$ cat src/rtl/ula_pkg.sv
// Shared definitions for the ULA sequencer: op encodings, one-hot ULA
// control words, FSM state type and the op -> control decode.
package ula_pkg;

    localparam logic [1:0] OP_ADD = 2'b00;
    localparam logic [1:0] OP_SUB = 2'b01;
    localparam logic [1:0] OP_AND = 2'b10;
    localparam logic [1:0] OP_OR  = 2'b11;

    localparam logic [3:0] CTRL_ADD = 4'b0001;
    localparam logic [3:0] CTRL_SUB = 4'b0010;
    localparam logic [3:0] CTRL_AND = 4'b0100;
    localparam logic [3:0] CTRL_OR  = 4'b1000;

    typedef enum logic [1:0] {
        ST_IDLE = 2'd0,
        ST_EXEC = 2'd1,
        ST_DONE = 2'd2
    } state_t;

    // Map the 2-bit op code onto the ULA's one-hot control word.
    function automatic logic [3:0] op_to_ctrl(input logic [1:0] op);
        logic [3:0] ctrl;
        unique case (op)
            OP_ADD:  ctrl = CTRL_ADD;
            OP_SUB:  ctrl = CTRL_SUB;
            OP_AND:  ctrl = CTRL_AND;
            default: ctrl = CTRL_OR;
        endcase
        return ctrl;
    endfunction

endpackage

$ cat src/rtl/ula_seq_ctrl.sv
// Registered front/back end around the combinational 8-bit ULA.
// Accepts one op via valid/ready, drives the ULA from registers, captures
// the result one cycle later and offers it downstream via valid/ready.
// Optional build macro ULA_FLAGS_EN adds registered out_zero/out_neg flags.
module ula_seq_ctrl
    import ula_pkg::*;
#(
    parameter int unsigned WIDTH   = 8,
    parameter int unsigned COUNT_W = 16
) (
    input  logic               clk,
    input  logic               rst_n,
    input  logic               in_valid,
    output logic               in_ready,
    input  logic [1:0]         in_op,
    input  logic [WIDTH-1:0]   in_a,
    input  logic [WIDTH-1:0]   in_b,
    output logic [3:0]         alu_ctrl,
    output logic [WIDTH-1:0]   alu_a,
    output logic [WIDTH-1:0]   alu_b,
    input  logic [WIDTH-1:0]   alu_result,
    input  logic               alu_carry,
    output logic               out_valid,
    input  logic               out_ready,
    output logic [WIDTH-1:0]   out_result,
    output logic               out_carry,
    output logic [COUNT_W-1:0] op_count
`ifdef ULA_FLAGS_EN
    ,
    output logic               out_zero,
    output logic               out_neg
`endif
);

    state_t             state_q,      state_d;
    logic [3:0]         alu_ctrl_q,   alu_ctrl_d;
    logic [WIDTH-1:0]   alu_a_q,      alu_a_d;
    logic [WIDTH-1:0]   alu_b_q,      alu_b_d;
    logic [WIDTH-1:0]   out_result_q, out_result_d;
    logic               out_carry_q,  out_carry_d;
    logic [COUNT_W-1:0] op_count_q,   op_count_d;
`ifdef ULA_FLAGS_EN
    logic               out_zero_q,   out_zero_d;
    logic               out_neg_q,    out_neg_d;
`endif

    // Next-state and datapath register updates for the IDLE -> EXEC -> DONE cycle.
    always_comb begin
        state_d      = state_q;
        alu_ctrl_d   = alu_ctrl_q;
        alu_a_d      = alu_a_q;
        alu_b_d      = alu_b_q;
        out_result_d = out_result_q;
        out_carry_d  = out_carry_q;
        op_count_d   = op_count_q;
`ifdef ULA_FLAGS_EN
        out_zero_d   = out_zero_q;
        out_neg_d    = out_neg_q;
`endif
        unique case (state_q)
            ST_IDLE: begin
                if (in_valid) begin
                    alu_a_d    = in_a;
                    alu_b_d    = in_b;
                    alu_ctrl_d = op_to_ctrl(in_op);
                    state_d    = ST_EXEC;
                end
            end
            ST_EXEC: begin
                out_result_d = alu_result;
                // The ULA always reports the A+B carry; only ADD exposes it.
                out_carry_d  = (alu_ctrl_q == CTRL_ADD) ? alu_carry : 1'b0;
`ifdef ULA_FLAGS_EN
                out_zero_d   = (alu_result == '0);
                out_neg_d    = alu_result[WIDTH-1];
`endif
                state_d      = ST_DONE;
            end
            ST_DONE: begin
                if (out_ready) begin
                    op_count_d = op_count_q + COUNT_W'(1);
                    state_d    = ST_IDLE;
                end
            end
            default: state_d = ST_IDLE;
        endcase
    end

    // State and output registers; async reset discards any in-flight op.
    always_ff @(posedge clk or negedge rst_n) begin
        if (!rst_n) begin
            state_q      <= ST_IDLE;
            alu_ctrl_q   <= CTRL_ADD;
            alu_a_q      <= '0;
            alu_b_q      <= '0;
            out_result_q <= '0;
            out_carry_q  <= 1'b0;
            op_count_q   <= '0;
`ifdef ULA_FLAGS_EN
            out_zero_q   <= 1'b0;
            out_neg_q    <= 1'b0;
`endif
        end else begin
            state_q      <= state_d;
            alu_ctrl_q   <= alu_ctrl_d;
            alu_a_q      <= alu_a_d;
            alu_b_q      <= alu_b_d;
            out_result_q <= out_result_d;
            out_carry_q  <= out_carry_d;
            op_count_q   <= op_count_d;
`ifdef ULA_FLAGS_EN
            out_zero_q   <= out_zero_d;
            out_neg_q    <= out_neg_d;
`endif
        end
    end

    assign in_ready   = (state_q == ST_IDLE);
    assign out_valid  = (state_q == ST_DONE);
    assign alu_ctrl   = alu_ctrl_q;
    assign alu_a      = alu_a_q;
    assign alu_b      = alu_b_q;
    assign out_result = out_result_q;
    assign out_carry  = out_carry_q;
    assign op_count   = op_count_q;
`ifdef ULA_FLAGS_EN
    assign out_zero   = out_zero_q;
    assign out_neg    = out_neg_q;
`endif

endmodule

$ cat config.mk
export PLATFORM = sky130hd
export DESIGN_NAME = ula_seq_ctrl
export DESIGN_NICKNAME = d
export VERILOG_FILES = /design/src/rtl/ula_pkg.sv /design/src/rtl/ula_seq_ctrl.sv
export SDC_FILE = /design/constraint.sdc
export NUM_CORES = 1
export LEC_CHECK = 0
export BUFFER_PORTS_ARGS = -buffer_cell sky130_fd_sc_hd__buf_2
export CAP_MARGIN = 40
export CORE_UTILIZATION = 35
export CTS_CLUSTER_SIZE = 8
export DETAILED_ROUTE_END_ITERATION = 10
export HOLD_SLACK_MARGIN = 0.08
export SLEW_MARGIN = 20
export SYNTH_ARGS = -nofsm -noshare
export SYNTH_HDL_FRONTEND = slang
export SYNTH_SLANG_ARGS = --single-unit
$ cat constraint.sdc
create_clock -name clk -period 1.7 [get_ports clk]
set_input_delay 0 -clock clk [delete_from_list [all_inputs] [get_ports clk]]
set_output_delay 0 -clock clk [all_outputs]
set_load 0.05 [all_outputs]
==> impl_results.rst <==
.. list-table::
   :header-rows: 1

   * - Metric
     - Value
   * - Hold slack
     - 0.202 ns
   * - Final Cell Area
     - 2780 um2
   * - Normalized max-slew margin
     - 0.649
   * - Effective utilization at floorplan
     - 0.367
   * - Final RePlAce weighted congestion
     - 0.717
   * - Number of top-level pins
     - 78
   * - Clock skew after layout
     - 0.00269 ns
   * - Kind of end point of the critical path
     - register
   * - Placeable core region
     - 5170 um2
   * - Hold Vio Cnt, Final
     - 0
   * - Cell-internal power
     - 2730 uW
   * - Library cells used by synthesis
     - 26
   * - Top cell types by occurrence after synthesis
     - sky130_fd_sc_hd__dfrtp_1, sky130_fd_sc_hd__mux2_2, sky130_fd_sc_hd__xnor2_1, sky130_fd_sc_hd__nand2_1, sky130_fd_sc_hd__inv_1
   * - Data required, critical path
     - 1.88 ns
   * - Worst-case clock buffer depth
     - 2
   * - Power Dens Cells
     - 1910 nW/um2
   * - HPWL reported at the end of detailed placement
     - 2630 um
   * - Unrepaired setup endpoints after global routing
     - no
   * - Net load switching power
     - 2570 uW
   * - R2R depth
     - 3
   * - Share of layout cells above drive strength 1
     - 0.457
   * - Worst-path cell with the longest stage delay
     - sky130_fd_sc_hd__dfrtp_1
   * - CP bufs+invs
     - 0
   * - Setup TNS Final
     - 0 ns
   * - 1st-pass router iterations
     - 4
   * - Number of failing setup endpoints in the final timing report
     - 0
   * - Cell area after placement
     - 2380 um2
   * - Dominant synthesized flop cell
     - sky130_fd_sc_hd__dfrtp_1
   * - Cell accounting for the most synthesized area
     - sky130_fd_sc_hd__dfrtp_1
   * - Global-route congestion overflow total
     - 0
   * - Starting DRT DRC Count
     - 31
   * - Top achievable clock speed
     - 0.708 GHz
   * - Setup CP Type
     - reg -> reg
   * - DRC violation count after routing
     - 0
   * - Vias in the first global route
     - 1377
   * - Mapped cell area
     - 1900 um2
   * - Cell type group with the largest total delay on the critical path
     - simple AND/OR/NAND/NOR gates
   * - Proportion of power drawn by combinational gates
     - 0.514
   * - Worst-case vdd ir drop
     - 1060 uV
   * - Post-synthesis average cell area
     - 13.4 um2
   * - Instance count of the mapped netlist
     - 142
   * - Register clock-pin slew on the reported worst setup and hold paths
     - 0.08 ns
   * - Number of synthesized register bits
     - 47
   * - Global-route wire length before repair
     - 6200 um
   * - H-tree depth
     - 2
   * - Clock group share of total power
     - 0.147
   * - RR Endpoint
     - alu_b[7]
   * - Initial antenna violation count
     - 0
   * - Min Tclk post-route
     - 1.41 ns
   * - Post-synth EDFFs
     - 0
   * - Total number of yosys warnings
     - 0
   * - Setup Fix Bufs, Post-CTS
     - 0
   * - Area grow syn2layout
     - 46.2%
   * - Period utilisation layout
     - 0.831
   * - Root cell of the clock tree
     - sky130_fd_sc_hd__clkbuf_8
   * - Worst Setup Start Kind
     - register
   * - Post-cts repair resize count
     - 0
   * - DR vias/cell
     - 4.51
   * - Floorplan die width
     - 75.6 um
   * - Switching fraction of total power
     - 0.485
   * - Clock network latency to the later pin of the worst-skew pair
     - 0.29 ns
   * - Fraction of registers with async set or reset after synthesis
     - 1.00
   * - Post-layout nets
     - 285
   * - Final wirelength
     - 3930 um
   * - Port buffer count
     - 77
   * - Routed vias
     - 1462
   * - Number of nets still failing antenna checks after routing
     - 0
   * - TritonCTS clock tree
     - done
   * - Ant. Diodes
     - 0
   * - Classification of the worst-slack hold path
     - in -> async
   * - Post-synthesis sequential area ratio
     - 0.620
   * - Most numerous cell in the Yosys netlist
     - sky130_fd_sc_hd__dfrtp_1
   * - Measured slew at the worst slew-check pin
     - 0.524 ns
   * - CP max stage delay
     - 0.42 ns
   * - Filler cells
     - 453
   * - Leakage power
     - 0.00136 uW
   * - Minimum setup slack among reg-to-reg paths
     - 0.29 ns
   * - Data arrival, critical path
     - 1.59 ns
   * - Number of clock buffers inserted by TritonCTS
     - 5
   * - Highest net fanout along the worst path
     - 25
   * - Pins Over Slew Limit
     - 0
   * - Aggregate global-route resource usage
     - 0.148
   * - Max-cap check violation count
     - 0
   * - Number of clock sinks
     - 47
   * - Area share of the largest cell type after synthesis
     - 0.606
   * - Maximum number of pins on one net before global-route repair
     - 28
   * - Sequential power share
     - 0.338
   * - Total nets after synthesis
     - 174
   * - Cells along the critical path
     - nor2_2 > nand2_2 > mux2_2
   * - Placement row count
     - 26
   * - Wire length per cell
     - 12.1 um
   * - Height of the die
     - 75.6 um
   * - Status
     - completed
   * - Largest cells by area after synthesis
     - sky130_fd_sc_hd__dfrtp_1, sky130_fd_sc_hd__mux2_2, sky130_fd_sc_hd__xnor2_1
   * - Die area
     - 5720 um2
   * - Launch instance of the worst register-to-register path
     - state_q[1]
-- worst max path at each step --
stage	to	cells past startpoint	from
6_report	alu_b[7]	3	state_q[1]
5_1_grt	op_count[13]	4	state_q[0]
4_1_cts	alu_a[7]	3	state_q[1]
3_5_place_dp	alu_a[7]	3	state_q[1]
3_3_place_gp	alu_a[4]	3	state_q[1]
2_1_floorplan	alu_a[0]	4	state_q[1]
-- flip-flops by register name, summed over array words and instances, names as in the netlist --
register / flops
op_count: 16
alu_b: 8
out_carry: 1
alu_a: 8
state_q: 2
out_result: 8
alu_ctrl: 4
-- cell families (layout without fill, tap and decap cells) --
kind of cell | count (synthesis) | after routing | share of synthesized area
AOI/OAI and AO/OA | 6 | 6 | 0.0171
xor gates and xnor gates | 15 | 15 | 0.0692
adders and majority gates | 1 | 1 | 0.00659
buffers and inverters | 9 | 121 | 0.0198
DFF | 47 | 47 | 0.620
muxes | 25 | 25 | 0.148
and+or+nand+nor | 39 | 39 | 0.119
-- power groups by stage --
stage	clock network, uW	logic [uW]	registers, uW
global placement	0	2680	1790
detailed placement	0	2700	1810
CTS	817	2750	1790
global route	862	2880	1860
floorplan	0	697	3190
finish	782	2730	1790
-- through the flow --
step | utilization | cells | total power (uW) | worst slack, ns
after global placement | 0.460 | 287 | 4470 | 0.282
final | 0.537 | 324 | 5310 | 0.287
after global routing | 0.537 | 324 | 5600 | 0.163
after floorplan | - | 142 | 3880 | 0.0346
after CTS | 0.537 | 324 | 5360 | 0.278
after detailed placement | 0.460 | 287 | 4500 | 0.292
-- final cells by class --
class                      count  area (um2)  share of cell area
tap                           70        87.6              0.0316
multi-input combinational     86         686               0.247
clock inverter                 1        30.0              0.0108
timing repair buffer         107         696               0.251
clock buffer                   7        76.3              0.0275
sequential                    47        1180               0.424
inverter                       6        22.5             0.00812
-- metal layers --
| layer | vias up | track usage | share of wire |
|---|---|---|---|
| met1 | 703 | 0.183 | 0.45 |
| li1 | 701 | - | - |
| met4 | 0 | 0.0432 | 0.0087 |
| met3 | 4 | 0.0503 | 0.063 |
| met2 | 54 | 0.247 | 0.48 |
| met5 | - | 0 | 0 |
-- timing repair --
| action | CTS | global route |
|---|---|---|
| hold buffers | 29 | 0 |
| endpoints found under the setup margin | 0 | 0 |
| hold endpoints to repair | 78 | 0 |
-- cells in the final DEF, fill, tap and decap left out, types with 2 or more instances in the layout --
cell                            instances
sky130_fd_sc_hd__xor2_1                 3
sky130_fd_sc_hd__buf_2                 77
sky130_fd_sc_hd__mux2_2                25
sky130_fd_sc_hd__nor2_1                 4
sky130_fd_sc_hd__dfrtp_1               46
sky130_fd_sc_hd__o21ai_0                5
sky130_fd_sc_hd__dlygate4sd3_1         29
sky130_fd_sc_hd__clkbuf_1               2
sky130_fd_sc_hd__nand4_1                2
sky130_fd_sc_hd__clkbuf_8               5
sky130_fd_sc_hd__nand2b_1               4
sky130_fd_sc_hd__nand3_1                4
sky130_fd_sc_hd__nand2_1               11
sky130_fd_sc_hd__and3_1                 2
sky130_fd_sc_hd__and2_1                 2
sky130_fd_sc_hd__inv_1                  6
sky130_fd_sc_hd__xnor2_1               12
Power figures use the tool's default switching activity.
